File: config.mk
export PLATFORM = sky130hd
export DESIGN_NAME = bsg_manycore_vcache_wh_concentrator
export DESIGN_NICKNAME = d
export VERILOG_FILES = /design/src/rtl/bsg_manycore_vcache_wh_concentrator.sv
export SDC_FILE = /design/constraint.sdc
export NUM_CORES = 1
export LEC_CHECK = 0
export CORE_AREA = 2 2 143 145
export DETAILED_ROUTE_END_ITERATION = 12
export DIE_AREA = 0 0 145 147
export GPL_TIMING_DRIVEN = 0
export PLACE_DENSITY = 0.53
export SKIP_LAST_GASP = 1
export SLEW_MARGIN = 10
export SYNTH_ARGS = -nofsm -noshare
export SYNTH_HDL_FRONTEND = slang
export SYNTH_SLANG_ARGS = --single-unit
File: constraint.sdc
create_clock -name clk_i -period 2.7 [get_ports clk_i]
set_input_delay 0.405 -clock clk_i [delete_from_list [all_inputs] [get_ports clk_i]]
set_output_delay 0.405 -clock clk_i [all_outputs]
set_load 0.005 [all_outputs]
File: src/rtl/bsg_manycore_vcache_wh_concentrator.sv
// rtl/bsg_manycore_vcache_wh_concentrator.sv - concentrates vcache DMA wormhole channels onto one link.
// Optional stall counter: define BSG_WH_CONCENTRATOR_STALL_CNT_EN.
module bsg_manycore_vcache_wh_concentrator #(
  parameter int num_in_p     = 4,
  parameter int flit_width_p = 32,
  parameter int cord_width_p = 8,
  parameter int len_width_p  = 4,
  parameter int cid_width_p  = 2
) (
  input  logic                                   clk_i,
  input  logic                                   reset_n_i,

  input  logic [num_in_p-1:0]                    fwd_v_i,
  input  logic [num_in_p-1:0][flit_width_p-1:0]  fwd_data_i,
  output logic [num_in_p-1:0]                    fwd_ready_and_o,

  output logic                                   fwd_v_o,
  output logic [flit_width_p-1:0]                fwd_data_o,
  input  logic                                   fwd_ready_and_i,

  input  logic                                   rev_v_i,
  input  logic [flit_width_p-1:0]                rev_data_i,
  output logic                                   rev_ready_and_o,

  output logic [num_in_p-1:0]                    rev_v_o,
  output logic [num_in_p-1:0][flit_width_p-1:0]  rev_data_o,
  input  logic [num_in_p-1:0]                    rev_ready_and_i,

  output logic [31:0]                            stall_count_o
);

  localparam int lg_lp   = $clog2(num_in_p);
  localparam int len_lsb = cord_width_p;
  localparam int cid_lsb = cord_width_p + len_width_p;

  if (cid_width_p < lg_lp || num_in_p < 2 || (1 << lg_lp) != num_in_p) begin : g_bad_cfg
    $error("bsg_manycore_vcache_wh_concentrator: illegal num_in_p/cid_width_p");
  end

  typedef enum logic {F_IDLE, F_BUSY} f_state_e;
  typedef enum logic {R_IDLE, R_BUSY} r_state_e;

  f_state_e               f_state, f_state_n;
  logic [lg_lp-1:0]       rr_ptr, rr_ptr_n;
  logic [lg_lp-1:0]       f_lock, f_lock_n;
  logic [len_width_p-1:0] fcnt, fcnt_n;
  logic [lg_lp-1:0]       f_idx, f_grant, f_sel;
  logic                   f_found, f_act, f_xfer;
  logic [len_width_p-1:0] f_len;

  r_state_e               r_state, r_state_n;
  logic [lg_lp-1:0]       r_lock, r_lock_n;
  logic [len_width_p-1:0] rcnt, rcnt_n;
  logic [lg_lp-1:0]       r_dest, r_sel;
  logic                   r_xfer;
  logic [len_width_p-1:0] r_len;

  // Forward path: round-robin grant in idle, locked channel while a packet is in flight.
  always_comb begin
    f_idx   = '0;
    f_grant = rr_ptr;
    f_found = 1'b0;
    for (int i = 0; i < num_in_p; i++) begin
      f_idx = rr_ptr + lg_lp'(i);
      if (!f_found && fwd_v_i[f_idx]) begin
        f_found = 1'b1;
        f_grant = f_idx;
      end
    end
    f_sel           = (f_state == F_BUSY) ? f_lock : f_grant;
    f_act           = reset_n_i & ((f_state == F_BUSY) | f_found);
    fwd_v_o         = f_act & fwd_v_i[f_sel];
    fwd_data_o      = fwd_data_i[f_sel];
    fwd_ready_and_o = '0;
    if (f_act) fwd_ready_and_o[f_sel] = fwd_ready_and_i;
    f_xfer          = fwd_v_o & fwd_ready_and_i;
    f_len           = fwd_data_o[cid_lsb-1:len_lsb];

    f_state_n = f_state;
    rr_ptr_n  = rr_ptr;
    f_lock_n  = f_lock;
    fcnt_n    = fcnt;
    case (f_state)
      F_IDLE: if (f_xfer) begin
        if (f_len == '0) begin
          rr_ptr_n = f_grant + lg_lp'(1);
        end else begin
          f_state_n = F_BUSY;
          f_lock_n  = f_grant;
          fcnt_n    = f_len;
        end
      end
      F_BUSY: if (f_xfer) begin
        fcnt_n = fcnt - len_width_p'(1);
        if (fcnt == len_width_p'(1)) begin
          f_state_n = F_IDLE;
          rr_ptr_n  = f_lock + lg_lp'(1);
        end
      end
      default: f_state_n = F_IDLE;
    endcase
  end

  always_ff @(posedge clk_i or negedge reset_n_i) begin
    if (!reset_n_i) begin
      f_state <= F_IDLE;
      rr_ptr  <= '0;
      f_lock  <= '0;
      fcnt    <= '0;
    end else begin
      f_state <= f_state_n;
      rr_ptr  <= rr_ptr_n;
      f_lock  <= f_lock_n;
      fcnt    <= fcnt_n;
    end
  end

  // Reverse path: the header's cid picks the destination channel; body flits follow the lock.
  always_comb begin
    r_dest          = rev_data_i[cid_lsb +: lg_lp];
    r_sel           = (r_state == R_BUSY) ? r_lock : r_dest;
    rev_v_o         = '0;
    rev_v_o[r_sel]  = rev_v_i & reset_n_i;
    rev_ready_and_o = reset_n_i & rev_ready_and_i[r_sel];
    for (int i = 0; i < num_in_p; i++) rev_data_o[i] = rev_data_i;
    r_xfer          = rev_v_i & rev_ready_and_o;
    r_len           = rev_data_i[cid_lsb-1:len_lsb];

    r_state_n = r_state;
    r_lock_n  = r_lock;
    rcnt_n    = rcnt;
    case (r_state)
      R_IDLE: if (r_xfer && r_len != '0) begin
        r_state_n = R_BUSY;
        r_lock_n  = r_dest;
        rcnt_n    = r_len;
      end
      R_BUSY: if (r_xfer) begin
        rcnt_n = rcnt - len_width_p'(1);
        if (rcnt == len_width_p'(1)) r_state_n = R_IDLE;
      end
      default: r_state_n = R_IDLE;
    endcase
  end

  always_ff @(posedge clk_i or negedge reset_n_i) begin
    if (!reset_n_i) begin
      r_state <= R_IDLE;
      r_lock  <= '0;
      rcnt    <= '0;
    end else begin
      r_state <= r_state_n;
      r_lock  <= r_lock_n;
      rcnt    <= rcnt_n;
    end
  end

`ifdef BSG_WH_CONCENTRATOR_STALL_CNT_EN
  logic [31:0] stall_cnt_r;

  always_ff @(posedge clk_i or negedge reset_n_i) begin
    if (!reset_n_i) begin
      stall_cnt_r <= '0;
    end else if (fwd_v_o && !fwd_ready_and_i && !(&stall_cnt_r)) begin
      stall_cnt_r <= stall_cnt_r + 32'd1;
    end
  end

  assign stall_count_o = stall_cnt_r;
`else
  assign stall_count_o = '0;
`endif

endmodule

### After elaboration in Yosys (flattened, before gate mapping)

Index checks and enable logic that the tools add are counted.

| storage, ports and cells | value |
|---|---|
| register bits | 16 |
| bits of input ports | 172 |
| word-level logic and storage cells | 108 |

| cells by class | value |
|---|---|
| $add $sub $neg | 7 |
| $lt $le $gt $ge | 8 |
| equal/unequal tests | 9 |
| mux-type cells | 49 |
| bitwise logic cells | 12 |
| reduce and logical (&&, ||, !) cells | 16 |

Operators with widths:

| cell | count |
|---|---|
| binary-select mux 32 bit (select 2 bit) | 1 |
| two-way mux 32 bit | 1 |
| two-way mux 4 bit | 6 |
| two-way mux 1 bit | 19 |
| less-than comparator 2 x 3 -> 1 bit, second input constant | 6 |
| two-way mux 2 bit | 9 |
| case mux 4 bit (2 select lines) | 2 |
| binary-select mux 1 bit (select 2 bit) | 6 |
| AND 4 bit | 2 |
| equality test 4 x 1 -> 1 bit, second input constant | 2 |
| inequality test 2 bit, second input constant | 4 |
| subtractor 4 x 1 -> 4 bit, second input constant | 2 |
| adder 2 x 1 -> 2 bit, second input constant | 3 |
| AND 1 bit | 6 |
| logical AND 1 bit | 6 |
| inequality test 2 x 1 -> 1 bit, second input constant | 3 |
| AND reduction 3 bit | 2 |
| adder 2 bit, second input constant | 2 |
| demux 1 bit (select 2 bit) | 2 |
| greater-or-equal comparator 2 x 1 -> 1 bit, second input constant | 2 |
| zero test 4 bit | 1 |
| case mux 1 bit (2 select lines) | 2 |
| case mux 2 bit (2 select lines) | 1 |
| AND reduction 2 bit | 2 |
| other kinds (5) | 9 |

### Longest topological paths before layout

Gate-level depths: netlist (run 1).

| depth | value |
|---|---|
| depth in word-level cells | 19 |
| mapped depth | 11 |
| gate-level depth less buffers | 8 |

### Least setup slack after synthesis (run 1)

Ideal clock, no wire load.

| timing path | value |
|---|---|
| kind | input port to output port |
| start | input fwd_v_i[0] |
| end | output fwd_data_o[21] |
| data arrival time | 2.104 ns |
| required time | 2.295 ns |
| slack | 0.191 ns |
| stages | 9 |
| buffers on the path | 3 |
| cells stage by stage | buf_6 nor2b_4 a2111oi_2 o31a_2 buf_2 clkbuf_1 nand2_1 and3_1 a31oi_1 |

| between the ends | value |
|---|---|
| longest elaborated chain between the ends | 15 |

Ends and longest elaborated chain:

| element | RTL line | RTL |
|---|---|---|
| from (decl) | 13 | `input logic [num_in_p-1:0] fwd_v_i,` |
| binary-select mux 1 bit (select 2 bit) | 65 | `if (!f_found && fwd_v_i[f_idx]) begin` |
| two-way mux 1 bit (not written as such) | 65 |  |
| two-way mux 1 bit | 65 |  |
| zero test 1 bit | 65 |  |
| logical AND 1 bit | 65 |  |
| two-way mux 1 bit | 65 |  |
| zero test 1 bit | 65 |  |
| logical AND 1 bit | 65 |  |
| two-way mux 1 bit | 65 |  |
| zero test 1 bit | 65 |  |
| logical AND 1 bit | 65 |  |
| two-way mux 2 bit * | 65 |  |
| two-way mux 2 bit * | 70 | `f_sel = (f_state == F_BUSY) ? f_lock : f_grant;` |
| binary-select mux 32 bit (select 2 bit) * | 73 | `fwd_data_o = fwd_data_i[f_sel];` |
| two-way mux 32 bit (not written as such) * | 73 |  |
| to (decl) | 18 | `output logic [flit_width_p-1:0] fwd_data_o,` |

Every way passes the cells marked *; elsewhere a longest branch is shown, timed or not. The select of a mux whose other input is x is not followed.

### Final worst setup path (run 1)

| timing path | value |
|---|---|
| start | register rr_ptr[1] |
| end | output fwd_data_o[2] |

| between the ends | value |
|---|---|
| longest elaborated chain between the ends | 15 |

Ends and longest elaborated chain:

| element | RTL line | RTL |
|---|---|---|
| from (decl) | 44 | `logic [lg_lp-1:0] rr_ptr, rr_ptr_n;` |
| from (signal assigned) | 112 | `rr_ptr <= rr_ptr_n;` |
| branches (longest 11 deep; another with adder 2 x 1 -> 2 bit) | -- |  |
| two-way mux 2 bit * | 65 |  |
| two-way mux 2 bit * | 70 |  |
| binary-select mux 32 bit (select 2 bit) * | 73 |  |
| two-way mux 32 bit (not written as such) * | 73 |  |

Mark *: on every way between the ends. The select of a mux whose other input is x is not followed.

==> results list, run 1 <==
* Worst reg-to-reg path cell count: 9
- Critical-path cell list: buf_6 > a2111oi_4 > o31a_4 > inv_6 > buf_12 > clkbuf_16 > buf_6 > nand2_2 > and3_4 > a31oi_2 > buf_2
- Inst Count DP: 1158
- Of all nets on the critical path, the largest fanout is 7.
- The number of max-slew violations in the final report is 0.
- Crit Path Category: reg2out
* Synth-to-Final Area Change: 121%
- The checks that failed: setup timing.
- Number of placement rows: 52
* Slowest library cell on the worst path: sky130_fd_sc_hd__dfrtp_2
- H-tree levels: 1
- Using the TritonRoute via totals, the vias-per-cell ratio works out to 3.99.
* Layout cell share with drive strength beyond 1: 36.8%
- TritonCTS built the clock tree.
* Worst min path class: in2async
- During I/O placement, the number of pins put on the boundary was 374.
- WP buf/inv: 6
- Critical path origin: rr_ptr[1]
* Antenna violations before repair: 1
* Number of flops mapped to enable cells by yosys: 0
- The average instance in the mapped netlist occupies 6.97 sq um.
- Number of buffers added by the clock tree synthesis step: 3
- Synthesis produced a netlist whose cell count is 543.
- Vertical extent of the die: 147 um
- Cell mode on critical path: sky130_fd_sc_hd__buf_6
- The detailed router finished its first iteration with 160 violations.
- Unrepaired setup endpoints after global routing: true
- The repair_antennas step left the layout with diodes totalling 0.
* Most frequently used flop master after synthesis: sky130_fd_sc_hd__dfrtp_1
- STA classifies the critical path startpoint as a register.
* Final non-filler cell total: 1194
- Final hold analysis gives a worst-case slack of 226 ps.
* Clock input transition at the sequential cells of the worst setup and hold paths: 50 ps
* Clock tree buffer depth: 2
- Following the worst setup path forward leads to its endpoint at fwd_data_o[2].
- Highest attainable clock frequency: 367 MHz
- The net count of the finished layout is 1105.
- Once detail routing completed, the nets flagged for antenna violations numbered 0.
- The run finished, with violations left.
- For this block, the routed nets add up to 19000 um of wire.
- The initial utilization of the core area, before any placement, comes to 19.1%.
* Async set-or-reset flop fraction in the synthesized netlist: 100%
- Counting every sink on the clock net gives 16.
- FF-to-FF setup slack: 20 ps
- Commonest non-fill, non-tap cell in the layout: sky130_fd_sc_hd__clkdlybuf4s50_1
* Clock root cell: sky130_fd_sc_hd__clkbuf_16
- The worst-case IR drop observed on VDD is 0.000154 V.
- #FFs+latches synth: 16
- Pin count of the biggest net entering global routing: 23
- In this run the tool buffered the top-level ports with 314 buffer cells.
- Final hold violations: 0
* Number of DRC violations after detailed routing: 0
- Die width: 145 um
- Core utilization of the finished layout: 42.1%
* Summed instance area of the synthesized netlist: 3780 sq um
- CP endpoint kind: primary output
- Global Route Usage Sum: 16.2%
- Total of warnings raised by yosys: 0
- In this run the number of cells on the critical path is 11.
- Instance area after placement: 7380 sq um
- Core Box Area: 19800 sq um
- Main area contributors after synthesis: sky130_fd_sc_hd__buf_4, sky130_fd_sc_hd__nand2_1, sky130_fd_sc_hd__dfrtp_1
- Leading cell types in the layout, fill and taps excluded: sky130_fd_sc_hd__clkdlybuf4s50_1, sky130_fd_sc_hd__buf_4, sky130_fd_sc_hd__nand2_1
- Total design power: 1710 uW
* Die outline area: 21300 sq um
- Of the post-synthesis cell area, the dominant cell type holds 31.7%.
* Skew final: 2.03 ps
- The worst register-to-register path ends at rr_ptr[1].
- For the worst-skew pair, the clock arrives at the later sink with an insertion delay of 250 ps.
- Relative slew slack: 53.0%
- The synthesized design spends more area on one cell type than any other, namely sky130_fd_sc_hd__buf_4.
- After global routing the overflow that remains totals 0.
* Routability congestion estimate from global placement: 0.752
* Count of unique library cells instantiated by Yosys: 58
* P per Cell Area: 205 nW/um^2
- At the pin with the least slew margin, the transition time is 699 ps.
- The number of global-route vias before repair came to 4601.
- Detailed-route via count: 4769
- MaxCap Viol Count: 0
- Critical Path RT: 2300 ps
- The final critical path takes up 101% of the cycle.
* Wire length of the first global-routing pass: 27500 um
- Data on the critical path arrives at its endpoint at 2320 ps.
- Time the final worst path needs with I/O delays and setup: 2730 ps
- In the final routed layout, each cell accounts on average for 15.9 um.
- The first detailed-routing pass ran for 4 iterations.
- Final setup fails: 5
* Top Family by Delay on Critical Path: buffers and inverters
- In this run the critical register-to-register path is launched from rr_ptr[1].
* Portion of the post-synthesis area used by sequential elements: 10.6%
- Counting the fill cells in the layout gives 2055.
- Setup slack of the critical path after layout: -27.6 ps
* Cell leakage power: 0.00378 uW
* Slowest stage delay, CP: 460 ps
- The finished cells cover 8350 sq um.
- DPL Wire Length: 15200 um
## timing repair
item	CTS	global route
cloned	5	4
pin swaps	12	32
endpoints found under the setup margin	51	42
resized for setup	258	80
hold buffers	0	0
setup buffers	20	7
## registers in the layout, summed over array words and instances (netlist names)
register and cells:
f_state 1, r_lock 2, fcnt 4, rcnt 4, f_lock 2, rr_ptr 2, r_state 1
## logic make-up (layout without fill, tap and decap cells)
| family | after synthesis | count (layout) | synth area share, % |
|---|---|---|---|
| adder cells (fa/ha/maj) | 8 | 8 | 2.64 |
| buffers and inverters | 198 | 548 | 36.7 |
| AO/OA/AOI/OAI | 74 | 74 | 14.0 |
| flip-flops | 16 | 16 | 10.6 |
| other | 1 | 32 | 0.0991 |
| multiplexers | 31 | 31 | 8.96 |
| AND/OR/NAND/NOR | 215 | 215 | 27.0 |
## routing by layer
metal,part of all wire (%),track usage (%),vias up
li1,-,-,2421
met1,42,19.9,2148
met2,51,29.6,184
met3,6.4,3.48,14
met4,1.1,2.57,2
met5,0.069,0,-
## cells in the mapped netlist (all sizes together) (2+ instances only)
library cell	number
dfrtp	16
nor2	12
o31ai	5
a31oi	31
a21o	2
nor2b	7
o21a	3
nand2b	2
ha	8
nand2	126
a211o	3
nor4	5
inv	8
and2	6
or4b	2
nor3	4
clkbuf	17
or3	4
mux2i	20
a22oi	3
mux2	10
nor3b	3
a221o	3
o21ai	8
nand3	7
o2bb2ai	2
a21oi	3
buf	173
or4	2
and3	31
o21bai	3
## power by group
group | leakage (uW) | switching, uW | internal (uW) | total [uW]
registers | 0.000182 | 40.0 | 279 | 319
clock network | 0.0000442 | 101 | 225 | 326
logic | 0.00355 | 350 | 714 | 1060
## final cells by class
| cell class | instances | area [sq um] | area share [%] |
|---|---|---|---|
| inverters | 8 | 40.0 | 0.480 |
| repair buffers | 347 | 3390 | 40.6 |
| clock buffers | 4 | 88.8 | 1.06 |
| flip-flops and latches | 16 | 402 | 4.81 |
| well taps | 270 | 338 | 4.05 |
| plain buffers | 189 | 1610 | 19.2 |
| multi-input cells | 360 | 2480 | 29.7 |
## how the worst min path moves through the flow
stage / cells after the start / endpoint / startpoint
after floorplan: 0 / f_lock[0] / reset_n_i
after global placement: 1 / f_lock[1] / f_lock[1]
after detailed placement: 1 / f_lock[1] / f_lock[1]
after CTS: 1 / rcnt[0] / reset_n_i
after global routing: 1 / rcnt[0] / reset_n_i
final: 1 / rcnt[0] / reset_n_i
## stage by stage
step                setup TNS (ps)  worst slack (ps)
finish                       -74.2             -27.6
global route                 -2570              -119
global placement            -52240             -1440
CTS                          -2320              -145
detailed placement          -51600             -1430
floorplan                        0               191
Power figures use the tool's default switching activity.
==> run 2: changes to the inputs <==
--- a/config.mk
+++ b/config.mk
@@ -5,11 +5,12 @@
 export SDC_FILE = /design/constraint.sdc
 export NUM_CORES = 1
 export LEC_CHECK = 0
-export CORE_AREA = 2 2 143 145
+export ABC_AREA = 1
+export CORE_AREA = 2 2 144 146
 export DETAILED_ROUTE_END_ITERATION = 12
-export DIE_AREA = 0 0 145 147
+export DIE_AREA = 0 0 146 148
 export GPL_TIMING_DRIVEN = 0
-export PLACE_DENSITY = 0.53
+export PLACE_DENSITY = 0.52
 export SKIP_LAST_GASP = 1
 export SLEW_MARGIN = 10
 export SYNTH_ARGS = -nofsm -noshare
==> run 2 against run 1 <==
  * The run still ends with setup timing left
  * Sequential power is 40% higher
  * Count of clock-buffer cells in the layout is 1 lower
  * Core utilization is 2.0 points lower
  * Largest cell class unchanged
  * Highest routed layer is now met4
==> results list, run 2 <==
- Synthesis instantiated 35 different standard cells from the library.
- In this run, synthesis produced a sequential element count of 16.
- Sequential elements use 10.8% of the synthesized area.
- CP endpoint kind: primary output
- For this configuration, the core starts out at a cell density of 18.5%.
* Biggest fanout along the worst timing path: 8
* Vertical extent of the die: 148 um
- Global Route Usage Sum: 15.4%
- Clock power frac: 4.8%
- Largest vdd supply drop: 0.000329 V
- sky130_fd_sc_hd__buf_4 takes more of the synthesized area than any other cell.
* Syn avg cell area: 6.23 sq um
- Routability-driven placement finished with a final weighted congestion of 0.817.
- Data on the critical path is required at its endpoint by 2300 ps.
- Hold buffers post-CTS: 0
* Met2 layer wire length in the routed design: 9920 um
* Total number of clock tree sinks: 16
* Routed WL: 18500 um
- The pre-antenna-repair detailed-routing pass consisted of 4 iterations.
* DPL Wire Length: 15000 um
- The number of max-slew violations in the final report is 0.
- Via count normalized by instance count: 3.91
- After routing the design area is 8030 sq um.
* Number of buffers added by the clock tree synthesis step: 3
- Number of DRC violations after detailed routing: 0
- For this design the top-level I/O count stands at 374.
- The initial antenna violation count is 1.
- Entering global routing, the biggest net connects 19 pins.
* Switching power: 2770 uW
- After clock tree synthesis, the clock-pin slew on the worst setup and hold paths is 50 ps.
* Core Box Area: 20000 sq um
- Crit Path Category: reg2out
- Antenna viol nets, final: 0
- Most frequent cell after synthesis: sky130_fd_sc_hd__buf_4
- In this run the horizontal extent of the chip is 146 um.
- Of all flip-flops after synthesis, the portion carrying an async set or reset was 100%.
* Sequential power share: 7.5%
- Most numerous cell types in the synthesized netlist: sky130_fd_sc_hd__buf_4, sky130_fd_sc_hd__nand2_1, sky130_fd_sc_hd__nor2_1, sky130_fd_sc_hd__o21ai_0, sky130_fd_sc_hd__nand3_1
- After detailed routing, the average wire length per cell comes to 14.7 um.
- The most used flip-flop cell after synthesis is sky130_fd_sc_hd__dfrtp_1.
- The worst setup path is launched from a register.
- Summed instance area of the synthesized netlist: 3710 sq um
- Post-layout nets: 1169
- The first global-routing pass estimated 26500 um of wire.
- The later pin in the worst-skew pair is clocked with a latency of 240 ps.
- P per Cell Area: 735 nW/um^2
- Tightest hold margin: 106 ps
* Clock root cell: sky130_fd_sc_hd__clkbuf_16
* Unrepaired setup endpoints after global routing: true
- The cell count after synthesis came out at 595.
- Outcome: complete, but fails checks
- The total overflow left after global routing is 0.
- CTS built an H-tree with a depth of 1.
* Top layer used by detailed routing: met4
- Highest attainable clock frequency: 331 MHz
- Met3 wire len: 1600 um
* Commonest non-fill, non-tap cell in the layout: sky130_fd_sc_hd__clkdlybuf4s50_1
* Layout cell share with drive strength beyond 1: 35.4%
- Worst min path class: in2async
- Switching share of power: 47.0%
- For this design the static power due to leakage is 0.00372 uW.
* Final period utilization: 112%
* Worst EP arrival: 2610 ps
* Number of flops mapped to enable cells by yosys: 0
- Number of placement rows: 52
- Quantity of I/O buffers inserted on ports: 315
- TritonCTS built the clock tree.
* Leading cell types in the layout, fill and taps excluded: sky130_fd_sc_hd__clkdlybuf4s50_1, sky130_fd_sc_hd__buf_4, sky130_fd_sc_hd__nand2_1
- Final hold violations: 0
* Total of warnings raised by yosys: 0
* Cell internal power dissipation: 3130 uW
- MaxCap Viol Count: 0
- Skew final: 3.96 ps
- Main area contributors after synthesis: sky130_fd_sc_hd__buf_4, sky130_fd_sc_hd__nand2_1, sky130_fd_sc_hd__dfrtp_1
* Die outline area: 21600 sq um
* Final setup fails: 37
- The area growth from synthesis to layout is 116%.
- No sink is reached through more buffers than the 2 on the longest clock path.
- The placed instances occupy a cell area of 7320 sq um.
* Time the final worst path needs with I/O delays and setup: 3020 ps
- Violation count after the first detailed-route iteration: 106
- Met1 layer wirelength in the final routing: 6720 um
* Setup slack of the critical path after layout: -320 ps
- Top Registers: fcnt (4), rcnt (4)
- The number of global-route vias before repair was 4631.
- The routed layout has 4923 vias.
* Logic pwr share: 87.6%
- The synthesized design devotes to its leading area cell type 32.8% of total area.
* Failing checks: setup timing
-- run 2: cell count changes in the layout (fill, tap and decap cells not counted), moves of 11 or more --
| cell | delta |
|---|---|
| sky130_fd_sc_hd__a31oi_1 | -22 |
| sky130_fd_sc_hd__and3_1 | -18 |
| sky130_fd_sc_hd__and3_4 | -13 |
| sky130_fd_sc_hd__buf_4 | +17 |
| sky130_fd_sc_hd__buf_6 | -15 |
| sky130_fd_sc_hd__inv_1 | +11 |
| sky130_fd_sc_hd__mux2i_1 | -16 |
| sky130_fd_sc_hd__nand2_2 | +11 |
| sky130_fd_sc_hd__nand3_1 | +18 |
| sky130_fd_sc_hd__nor2_1 | +43 |
| sky130_fd_sc_hd__nor2_2 | +12 |
| sky130_fd_sc_hd__o21ai_0 | +60 |
| sky130_fd_sc_hd__o22ai_1 | +27 |
-- run 2: stage by stage --
| stage | utilization, % | setup slack, ps | instances | power (uW) | TNS, ps |
|---|---|---|---|---|---|
| CTS | 38.0 | -280 | 1233 | 5240 | -7870 |
| detailed placement | 36.5 | -1290 | 1211 | 4710 | -41050 |
| global placement | 36.5 | -1280 | 1211 | 4700 | -40650 |
| global route | 40.1 | -420 | 1258 | 6420 | -13900 |
| floorplan | - | 197 | 626 | 2750 | 0 |
| finish | 40.1 | -320 | 1258 | 5900 | -9430 |
-- run 2: logic make-up (layout without fill, tap and decap cells) --
logic type                 count (synthesis)  after routing  synth area share (%)
AOI/OAI and AO/OA                        105            105                  15.3
other                                      1             33                 0.101
adders and majority gates                  8              8                  2.70
buffers and inverters                    205            566                  38.0
xor gates and xnor gates                   2              2                 0.472
DFF                                       16             16                  10.8
and+or+nand+nor                          258            258                  32.6
-- run 2: area by class of cell --
cell class / count / area (sq um)
Tap cell: 270 / 338
Sequential cell: 16 / 403
Clock buffer: 3 / 75.1
Timing Repair Buffer: 358 / 3400
Buffer: 182 / 1500
Fill cell: 2161 / 12000
Antenna cell: 1 / 2.50
Multi-Input combinational cell: 405 / 2200
Inverter: 23 / 105
-- run 2: metal layers --
| layer | vias up | GRT usage (%) |
|---|---|---|
| met1 | 2167 | 16.6 |
| met5 | - | 0 |
| met4 | 0 | 2.62 |
| met2 | 206 | 30.0 |
| met3 | 13 | 4.69 |
| li1 | 2537 | - |
-- run 2: what timing repair did --
action,CTS,global route
buffers inserted,17,20
setup endpoints to repair,43,43
gates cloned,2,4
pin swaps,8,23
gates resized for setup,204,62
hold endpoints to repair,0,0
-- run 2: final timing paths --
path / cells past startpoint / end / start / slack [ps]
max in group asynchronous: 1 / r_state / reset_n_i / 2250
hold reg to reg: 2 / r_lock[0] / r_lock[0] / 470
setup / recovery: 17 / fwd_data_o[24] / rr_ptr[0] / -320
hold / removal: 1 / rcnt[2] / reset_n_i / 110
min in group clk_i: 2 / r_lock[0] / r_lock[0] / 470
setup reg to reg: 20 / rr_ptr[0] / rr_ptr[0] / 110
-- run 2: worst max-delay path: stages, from the launching register on --
cell and delay, ps:
sky130_fd_sc_hd__dfrtp_2 420, sky130_fd_sc_hd__buf_6 170, sky130_fd_sc_hd__nand2_1 60, sky130_fd_sc_hd__nand2_1 90, sky130_fd_sc_hd__nand2_1 70, sky130_fd_sc_hd__nand2_1 120
sky130_fd_sc_hd__nand4_1 180, sky130_fd_sc_hd__buf_4 190, sky130_fd_sc_hd__nand3_2 100, sky130_fd_sc_hd__nand2_2 80, sky130_fd_sc_hd__nand2_2 80, sky130_fd_sc_hd__nand2_4 90
sky130_fd_sc_hd__buf_12 140, sky130_fd_sc_hd__buf_12 120, sky130_fd_sc_hd__clkbuf_16 140, sky130_fd_sc_hd__o21ai_0 90, sky130_fd_sc_hd__o22ai_1 100, sky130_fd_sc_hd__buf_2 140
-- run 2: power groups by stage --
stage	sequential (uW)	clock (uW)	combinational [uW]
4_1_cts	442	293	4500
2_1_floorplan	418	0	2330
3_3_place_gp	436	0	4260
6_report	446	284	5170
3_5_place_dp	439	0	4270
5_1_grt	465	310	5640
==> run 3: changes to the inputs <==
--- a/config.mk
+++ b/config.mk
@@ -6,6 +6,7 @@
 export NUM_CORES = 1
 export LEC_CHECK = 0
 export ABC_AREA = 1
+export ABC_CLOCK_PERIOD_IN_PS = 2700
 export CORE_AREA = 2 2 144 146
 export DETAILED_ROUTE_END_ITERATION = 12
 export DIE_AREA = 0 0 146 148
==> results of run 3 <==
Same layout as run 2: the final DEF is identical, and so are final timing and power.
